## src/rtl/adc_capture_if.sv

```systemverilog
// Bus bundle between adc_capture and its surroundings: the LTC2308 serial pins
// plus the captured-sample output with its write strobe.
interface adc_capture_if;
    logic        adc_convst;
    logic        adc_sck;
    logic        adc_sdi;
    logic        adc_sdo;
    logic [11:0] data;
    logic        data_valid;
    logic        sampleClock;

    modport master (
        output adc_convst, adc_sck, adc_sdi, data, data_valid, sampleClock,
        input  adc_sdo
    );

    modport slave (
        input  adc_convst, adc_sck, adc_sdi, data, data_valid, sampleClock,
        output adc_sdo
    );
endinterface

```

## src/rtl/adc_capture.sv

```systemverilog
// Free-running LTC2308 conversion sequencer: CONVST pulse, conversion wait,
// 12-bit SPI exchange, then publishes the sample with a write strobe.
module adc_capture #(
    parameter int CLK_DIV       = 2,
    parameter int CONVST_CYCLES = 2,
    parameter int CONV_CYCLES   = 80,
    parameter int CHANNEL       = 0,
    parameter int UNIPOLAR      = 1
) (
    input  logic          clock,
    input  logic          reset,
    input  logic          enable,
    adc_capture_if.master bus
);
    localparam int SUM = CLK_DIV * 2 + CONVST_CYCLES + CONV_CYCLES;
    localparam int CW  = ($clog2(SUM + 1) < 8) ? 8 : $clog2(SUM + 1);

    localparam logic [CW-1:0] CS_LAST  = CW'(CONVST_CYCLES - 1);
    localparam logic [CW-1:0] CV_LAST  = CW'(CONV_CYCLES - 1);
    localparam logic [CW-1:0] LO_LAST  = CW'(CLK_DIV - 1);
    localparam logic [CW-1:0] BIT_LAST = CW'(2 * CLK_DIV - 1);

    localparam logic [2:0] CH  = 3'(CHANNEL);
    localparam logic       UNI = (UNIPOLAR != 0);
    // Config word in transmit order, bit 0 first: S/D, O/S, S1, S0, UNI, SLP.
    localparam logic [15:0] SDI_WORD = {10'b0, 1'b0, UNI, CH[1], CH[2], CH[0], 1'b1};

    typedef enum logic [2:0] {IDLE, CONVST, CONV_WAIT, SHIFT, DONE} state_t;

    state_t        state;
    logic [CW-1:0] cnt;
    logic [3:0]    bit_idx;
    logic [11:0]   sr;
    logic          first_frame;

    always_ff @(posedge clock or negedge reset) begin
        if (!reset) begin
            state           <= IDLE;
            cnt             <= '0;
            bit_idx         <= '0;
            sr              <= '0;
            first_frame     <= 1'b1;
            bus.adc_convst  <= 1'b0;
            bus.adc_sck     <= 1'b0;
            bus.adc_sdi     <= 1'b0;
            bus.data        <= '0;
            bus.data_valid  <= 1'b0;
            bus.sampleClock <= 1'b0;
        end else begin
            bus.data_valid <= 1'b0;
            // Strobe rises the cycle after data_valid so data is already settled.
            if (bus.data_valid) bus.sampleClock <= 1'b1;
            case (state)
                IDLE: begin
                    bus.adc_convst <= 1'b0;
                    bus.adc_sck    <= 1'b0;
                    if (enable) begin
                        state           <= CONVST;
                        cnt             <= '0;
                        bus.adc_convst  <= 1'b1;
                        bus.sampleClock <= 1'b0;
                    end
                end
                CONVST: begin
                    if (cnt == CS_LAST) begin
                        state          <= CONV_WAIT;
                        cnt            <= '0;
                        bus.adc_convst <= 1'b0;
                    end else begin
                        cnt <= cnt + 1'b1;
                    end
                end
                CONV_WAIT: begin
                    if (cnt == CV_LAST) begin
                        state       <= SHIFT;
                        cnt         <= '0;
                        bit_idx     <= '0;
                        bus.adc_sdi <= SDI_WORD[0];
                    end else begin
                        cnt <= cnt + 1'b1;
                    end
                end
                SHIFT: begin
                    if (cnt == LO_LAST) begin
                        bus.adc_sck <= 1'b1;
                        sr          <= {sr[10:0], bus.adc_sdo};
                    end
                    if (cnt == BIT_LAST) begin
                        bus.adc_sck <= 1'b0;
                        cnt         <= '0;
                        if (bit_idx == 4'd11) begin
                            state       <= DONE;
                            bus.adc_sdi <= 1'b0;
                        end else begin
                            bit_idx     <= bit_idx + 4'd1;
                            bus.adc_sdi <= SDI_WORD[bit_idx + 4'd1];
                        end
                    end else begin
                        cnt <= cnt + 1'b1;
                    end
                end
                DONE: begin
                    // First frame after reset ran with an unknown ADC config.
                    if (first_frame) begin
                        first_frame <= 1'b0;
                    end else begin
                        bus.data       <= sr;
                        bus.data_valid <= 1'b1;
                    end
                    cnt <= '0;
                    if (enable) begin
                        state           <= CONVST;
                        bus.adc_convst  <= 1'b1;
                        bus.sampleClock <= 1'b0;
                    end else begin
                        state <= IDLE;
                    end
                end
                default: state <= IDLE;
            endcase
        end
    end
endmodule
```

## src/flat_wrapper.sv

```systemverilog
// flat-port wrapper written by rule: the top's interface ports become plain ports
module adc_capture_flat 
#(
    parameter int CLK_DIV       = 2,
    parameter int CONVST_CYCLES = 2,
    parameter int CONV_CYCLES   = 80,
    parameter int CHANNEL       = 0,
    parameter int UNIPOLAR      = 1
)
  (clock, reset, enable, bus_adc_convst, bus_adc_sck, bus_adc_sdi, bus_data, bus_data_valid, bus_sampleClock, bus_adc_sdo);
  adc_capture_if bus_i ();
  input  logic clock;
  input  logic reset;
  input  logic enable;
  output wire logic [$bits(bus_i.adc_convst)-1:0] bus_adc_convst;
  output wire logic [$bits(bus_i.adc_sck)-1:0] bus_adc_sck;
  output wire logic [$bits(bus_i.adc_sdi)-1:0] bus_adc_sdi;
  output wire logic [$bits(bus_i.data)-1:0] bus_data;
  output wire logic [$bits(bus_i.data_valid)-1:0] bus_data_valid;
  output wire logic [$bits(bus_i.sampleClock)-1:0] bus_sampleClock;
  input wire logic [$bits(bus_i.adc_sdo)-1:0] bus_adc_sdo;
  assign bus_adc_convst = bus_i.adc_convst;
  assign bus_adc_sck = bus_i.adc_sck;
  assign bus_adc_sdi = bus_i.adc_sdi;
  assign bus_data = bus_i.data;
  assign bus_data_valid = bus_i.data_valid;
  assign bus_sampleClock = bus_i.sampleClock;
  assign bus_i.adc_sdo = bus_adc_sdo;
  adc_capture #(.CLK_DIV(CLK_DIV), .CONVST_CYCLES(CONVST_CYCLES), .CONV_CYCLES(CONV_CYCLES), .CHANNEL(CHANNEL), .UNIPOLAR(UNIPOLAR)) u_core (.clock(clock), .reset(reset), .enable(enable), .bus(bus_i));
endmodule
```

## config.mk

```make
export PLATFORM = sky130hd
export DESIGN_NAME = adc_capture_flat
export DESIGN_NICKNAME = d
export VERILOG_FILES = /design/src/rtl/adc_capture_if.sv /design/src/rtl/adc_capture.sv /design/src/flat_wrapper.sv
export SDC_FILE = /design/constraint.sdc
export NUM_CORES = 1
export LEC_CHECK = 0
export CORE_AREA = 2 2 53 79
export DETAILED_ROUTE_END_ITERATION = 8
export DIE_AREA = 0 0 55 81
export GPL_ROUTABILITY_DRIVEN = 0
export GPL_TIMING_DRIVEN = 0
export PLACE_DENSITY_LB_ADDON = 0.2
export SLEW_MARGIN = 10
export SYNTH_ARGS = -nofsm -noshare
export SYNTH_HDL_FRONTEND = slang
export SYNTH_SLANG_ARGS = --single-unit
export TNS_END_PERCENT = 10
```

## constraint.sdc

```tcl
create_clock -name clock -period 3.4 [get_ports clock]
set_input_delay 0.68 -clock clock [delete_from_list [all_inputs] [get_ports clock]]
set_output_delay 0.68 -clock clock [all_outputs]
set_load 0.01 [all_outputs]
```

== Word-level counts from Yosys, hierarchy flattened ==
Memory sizes are Yosys's and may differ from the RTL's.
Cells that the tools add are included.

* Mux-type cells: 33
* Bitwise operators: 1
* $add $sub $neg: 2
* Magnitude comparators: 1
* Reduce and logical (&&, ||, !) cells: 14
* Eq/ne operators: 16

{| class="wikitable"
|+ Operators by type and width
! cell !! number
|-
| one-hot mux 8 bit (5 select lines) || 1
|-
| 2-to-1 mux 8 bit || 4
|-
| 2-to-1 mux 1 bit || 15
|-
| 2-to-1 mux 3 bit || 5
|-
| one-hot mux 3 bit (5 select lines) || 1
|-
| 2-to-1 mux 4 bit || 3
|-
| adder 8 x 1 -> 8 bit, second input constant || 1
|-
| equality test 8 x 1 -> 1 bit, second input constant || 1
|-
| equality test 8 x 2 -> 1 bit, second input constant || 1
|-
| equality test 8 x 7 -> 1 bit, second input constant || 1
|-
| != test 2 x 1 -> 1 bit, second input constant || 4
|-
| one-hot mux 4 bit (2 select lines) || 1
|-
| AND reduction 2 bit || 4
|-
| equality test 3 x 2 -> 1 bit, second input constant || 2
|-
| != test 2 bit, second input constant || 3
|-
| AND reduction 3 bit || 2
|-
| less-than comparator 4 x 5 -> 1 bit, second input constant || 1
|-
| AND reduction 5 bit || 1
|-
| nonzero test 5 bit || 1
|-
| adder 4 x 1 -> 4 bit, second input constant || 1
|-
| equality test 4 bit, second input constant || 1
|-
| one-hot mux 1 bit (2 select lines) || 2
|-
| AND reduction 4 bit || 1
|-
| nonzero test 2 bit || 2
|-
| other kinds (8) || 8
|}

* Logic and storage cells: 79
* Register bits: 45
* Memories kept: 1
* ROM bits: 16

{| class="wikitable"
|+ Memories
! name !! depth !! width !! rd ports !! clocked after memory_dff !! write ports !! line !! source
|-
| (name not given) || 16 || 1 || 1 || 0 || 0 || adc_capture.sv:96 || <nowiki>bus.adc_sdi <= SDI_WORD[bit_idx + 4'd1];</nowiki>
|}

== Longest topological paths before layout ==
* Depth in word-level cells: 6
* Mapped depth: 6

== Worst setup path after synthesis ==
Ideal clock, no wire load.

* Kind: flip-flop to flip-flop
* Start point: reg u_core.cnt[0]
* End point: reg u_core.cnt[3]
* Cell stages (with the launch flop): 7
* Slack: 1,428 ps
* Library setup time: 87 ps
* Data arrival time: 1,885 ps
* Data required time: 3,313 ps
* Clock period less this slack: 1,972 ps
* Cells stage by stage: dfrtp_1 > ha_1 > buf_2 > and3_1 > a311oi_1 > nor2_2 > o211ai_1

* Cells in the longest elaborated chain, start to end: 3

{| class="wikitable"
|+ Ends and longest elaborated chain
! item !! line !! source
|-
| start, declared || adc_capture.sv:31 || <nowiki>logic [CW-1:0] cnt;</nowiki>
|-
| start signal, assigned || adc_capture.sv:70 || <nowiki>cnt <= cnt + 1'b1;</nowiki>
|-
| start signal, assigned || adc_capture.sv:80 || <nowiki>cnt <= cnt + 1'b1;</nowiki>
|-
| start signal, assigned || adc_capture.sv:99 || <nowiki>cnt <= cnt + 1'b1;</nowiki>
|-
| adder 8 x 1 -> 8 bit (tied with other cells) || adc_capture.sv:70, adc_capture.sv:80, adc_capture.sv:99 ||
|-
| 2-to-1 mux 8 bit (on tied branches) || adc_capture.sv:88, adc_capture.sv:65, adc_capture.sv:74 ||
|-
| one-hot mux 8 bit (5 select lines) (*) || adc_capture.sv:53 || <nowiki>case (state)</nowiki>
|}

Every way passes the cells marked *; elsewhere a longest branch is shown, timed or not.
A chain may end at the register's enable or synchronous reset.

== Worst setup path after layout ==
* Start point: reg u_core.cnt[0]
* End point: reg u_core.cnt[6]

The elaborated chain is that of the path after synthesis.

==> flow_summary.json <==
{
  "drive_gt1_share_pct": 20.7,
  "final_nets": 229,
  "die-area_mm2": 0.00446,
  "first_global_vias": 1679,
  "cts_tree": "yes",
  "cts-root-buf": "clkbuf_8",
  "detail-route-antenna-nets": 0,
  "start_util_pct": 56.4,
  "wl_per_cell_um": 17.3,
  "cts_made_buffers": 5,
  "pin_count": 21,
  "hold_viol_final": 0,
  "arrival_ns": 2.64,
  "slowest_stage": "a311oi_1",
  "crit_fanout": 9,
  "clk_latency_ns": 0.30,
  "track_usage_pct": 24.0,
  "route.detailed.drc": 0,
  "drt_iter0_markers": 82,
  "finClkSkew_ns": 0.00633,
  "syn_inst": 193,
  "rows": 28,
  "drv_slew": 0,
  "dr.pass1.iters": 5,
  "power.leakage_nw": 1.19,
  "rsz0062_at_grt": "false",
  "async_reset_ff_share_pct": 100,
  "clk_path_buf_depth": 2,
  "clk_pin_slew_ns": 0.08,
  "grt_max_degree": 26,
  "setup_tns_ns": 0,
  "ys_seq_area_share_pct": 51.8,
  "synthTopCellsByArea": "dfrtp_1 51%, mux2_2 12%, nand2_1 2.6%, ha_1 2.3%, o211ai_1 2.1%",
  "ys_ff_latch": 45,
  "cts_setup_buffers": 0,
  "routed_wl_um": 4620,
  "die_h_um": 81,
  "numPortBuffers": 20,
  "antenna_found_initial": 0,
  "path_delay_family": "compound AO/OA/AOI/OAI gates",
  "area_delta_synth_final_pct": 16.9,
  "worstSetupPathType": "register to register",
  "cellPowerDensity_mw_per_mm2": 348,
  "die_w_um": 55,
  "tightest_slew_ns": 1.01,
  "start_kind": "register",
  "slowest_delay_ns": 0.85,
  "synthFlopType": "dfrtp_1",
  "grt_pass1_wl_um": 7750,
  "setup_viol": 0,
  "crit_buf_inv": 1,
  "status": "finished, final reports clean",
  "synth_area_per_cell_um2": 11.3,
  "via_count": 1656,
  "gr-total-overflow": 0,
  "clock_sinks": 45,
  "cap_violations": 0,
  "period_minus_slack_ns": 2.43,
  "place_hpwl_um": 3370,
  "critPathRequiredTime_ns": 3.61,
  "ctsResizeCount": 0,
  "critPathCaptureType": "register",
  "synth_area_leader_cell": "dfrtp_1",
  "antenna_cells": 0,
  "vias_per_cell": 6.20,
  "yosysWarningCount": 0,
  "postCtsHoldBufs": 0,
  "fin_area_mm2": 0.00254,
  "synth_edf_count": 0,
  "dpl_cell_area_mm2": 0.00245,
  "netlist.area_leader.share_pct": 50.6,
  "relSlewSlack_pct": 32.0,
  "layout_worst_path_cycle_share_pct": 71.4,
  "synth_fp_nets": 201,
  "synth_cell_types": 49,
  "design.core.area_mm2": 0.00385,
  "cts_max_level": 2,
  "postLayoutCoreUtil_pct": 65.9,
  "netlist_area_mm2": 0.00217,
  "clock.fmax_mhz": 412,
  "ir_drop_mv": 0.305,
  "holdCritPathClass": "input pin to asynchronous set/reset pin",
  "worstPathCellList": "ha_1 -> buf_2 -> and3_1 -> a311oi_1 -> nor2_2 -> o211ai_1"
}
-- flip-flops by register name, summed over array words and instances (netlist names) --
signal,count
u_core.sr,12
u_core.bus.sampleClock,1
u_core.bus.data,12
u_core.bus.adc_convst,1
u_core.bus.data_valid,1
u_core.bus.adc_sdi,1
u_core.cnt,8
u_core.bit_idx,4
u_core.state,3
u_core.first_frame,1
u_core.bus.adc_sck,1
-- area by class of cell --
| class | instances | area [um2] |
|---|---|---|
| tap | 45 | 56.3 |
| inverter | 7 | 26.3 |
| buffer | 8 | 48.8 |
| fill | 309 | 1310 |
| timing repair buffer | 21 | 223 |
| clock inverter | 2 | 15.0 |
| multi-input combinational | 133 | 972 |
| clock buffer | 6 | 72.6 |
| sequential | 45 | 1130 |
-- cell families after synthesis --
logic type	after synthesis	share of synthesized area [%]
compound gates	39	12.5
xor+xnor	1	0.403
fa+ha+maj	4	2.30
buf+inv	15	3.45
flops	45	51.8
mux	26	13.3
simple gates	63	16.1
-- cells in the mapped netlist, drive strengths merged, types with 3 or more instances --
| cell type | n |
|---|---|
| nand2 | 15 |
| and3 | 6 |
| ha | 4 |
| buf | 5 |
| a211o | 3 |
| mux2 | 24 |
| nand4 | 3 |
| o211ai | 6 |
| o21ai | 5 |
| inv | 7 |
| a21o | 3 |
| clkbuf | 3 |
| nand3 | 6 |
| a21oi | 6 |
| nor3 | 5 |
| dfrtp | 44 |
| o22ai | 4 |
| nor2 | 11 |
-- where the power goes --
group | total (mW) | internal, mW | switching (mW)
sequential | 0.536 | 0.535 | 0.000428
clock | 0.331 | 0.145 | 0.186
combinational | 0.0181 | 0.00612 | 0.0120
total | 0.885 | 0.686 | 0.198
-- metal layers --
metal	global-route usage, %	vias up	share of wire, %
li1	-	757	-
met1	28.3	829	39
met2	39.3	62	54
met3	5.88	8	5.0
met4	12.7	0	1.7
met5	0	-	0
-- stage by stage --
step / std cells / hold WS, ns / setup slack [ns] / total power, mW
after floorplan: 193 / 0.384 / 1.43 / 0.547
after global placement: 258 / 0.482 / 0.544 / 0.561
after detailed placement: 259 / 0.482 / 0.986 / 0.565
after CTS: 267 / 0.345 / 0.967 / 0.895
after global routing: 267 / 0.366 / 0.776 / 0.915
final: 267 / 0.336 / 0.971 / 0.885
-- worst register-to-register path: stages, from the launching register on --
cell      delay [ns]
dfrtp_1         0.45
ha_1            0.22
buf_2           0.17
and3_1          0.25
a311oi_1        0.85
nor2_2          0.15
o211ai_1        0.25
-- cell usage in the layout (no fill, tap or decap), types with 4 or more instances in the layout --
master and n:
buf_2 4, clkbuf_8 5, o21ai_0 5, mux2_2 24
clkbuf_1 4, a21oi_1 6, inv_1 7, dfrtp_1 44
clkdlybuf4s50_1 19, and3_1 5, o22ai_1 4, o211ai_1 6
nor2_1 10, nand3_1 5, nand2_1 15, ha_1 4
-- worst paths after layout --
kind                                           startpoint                             end  slack, ns  cells past startpoint
max                             u_core.cnt[0]$_DFFE_PN0P_       u_core.cnt[6]$_DFFE_PN0P_       0.97                      6
min                                                 reset       u_core.cnt[3]$_DFFE_PN0P_       0.34                      1
max reg2reg                     u_core.cnt[0]$_DFFE_PN0P_       u_core.cnt[6]$_DFFE_PN0P_       0.97                      6
min reg2reg                u_core.first_frame$_DFFE_PN1N_  u_core.first_frame$_DFFE_PN1N_       0.50                      1
max in group asynchronous                           reset  u_core.first_frame$_DFFE_PN1N_       2.49                      2
min in group clock         u_core.first_frame$_DFFE_PN1N_  u_core.first_frame$_DFFE_PN1N_       0.50                      1
Power figures use the tool's default switching activity.
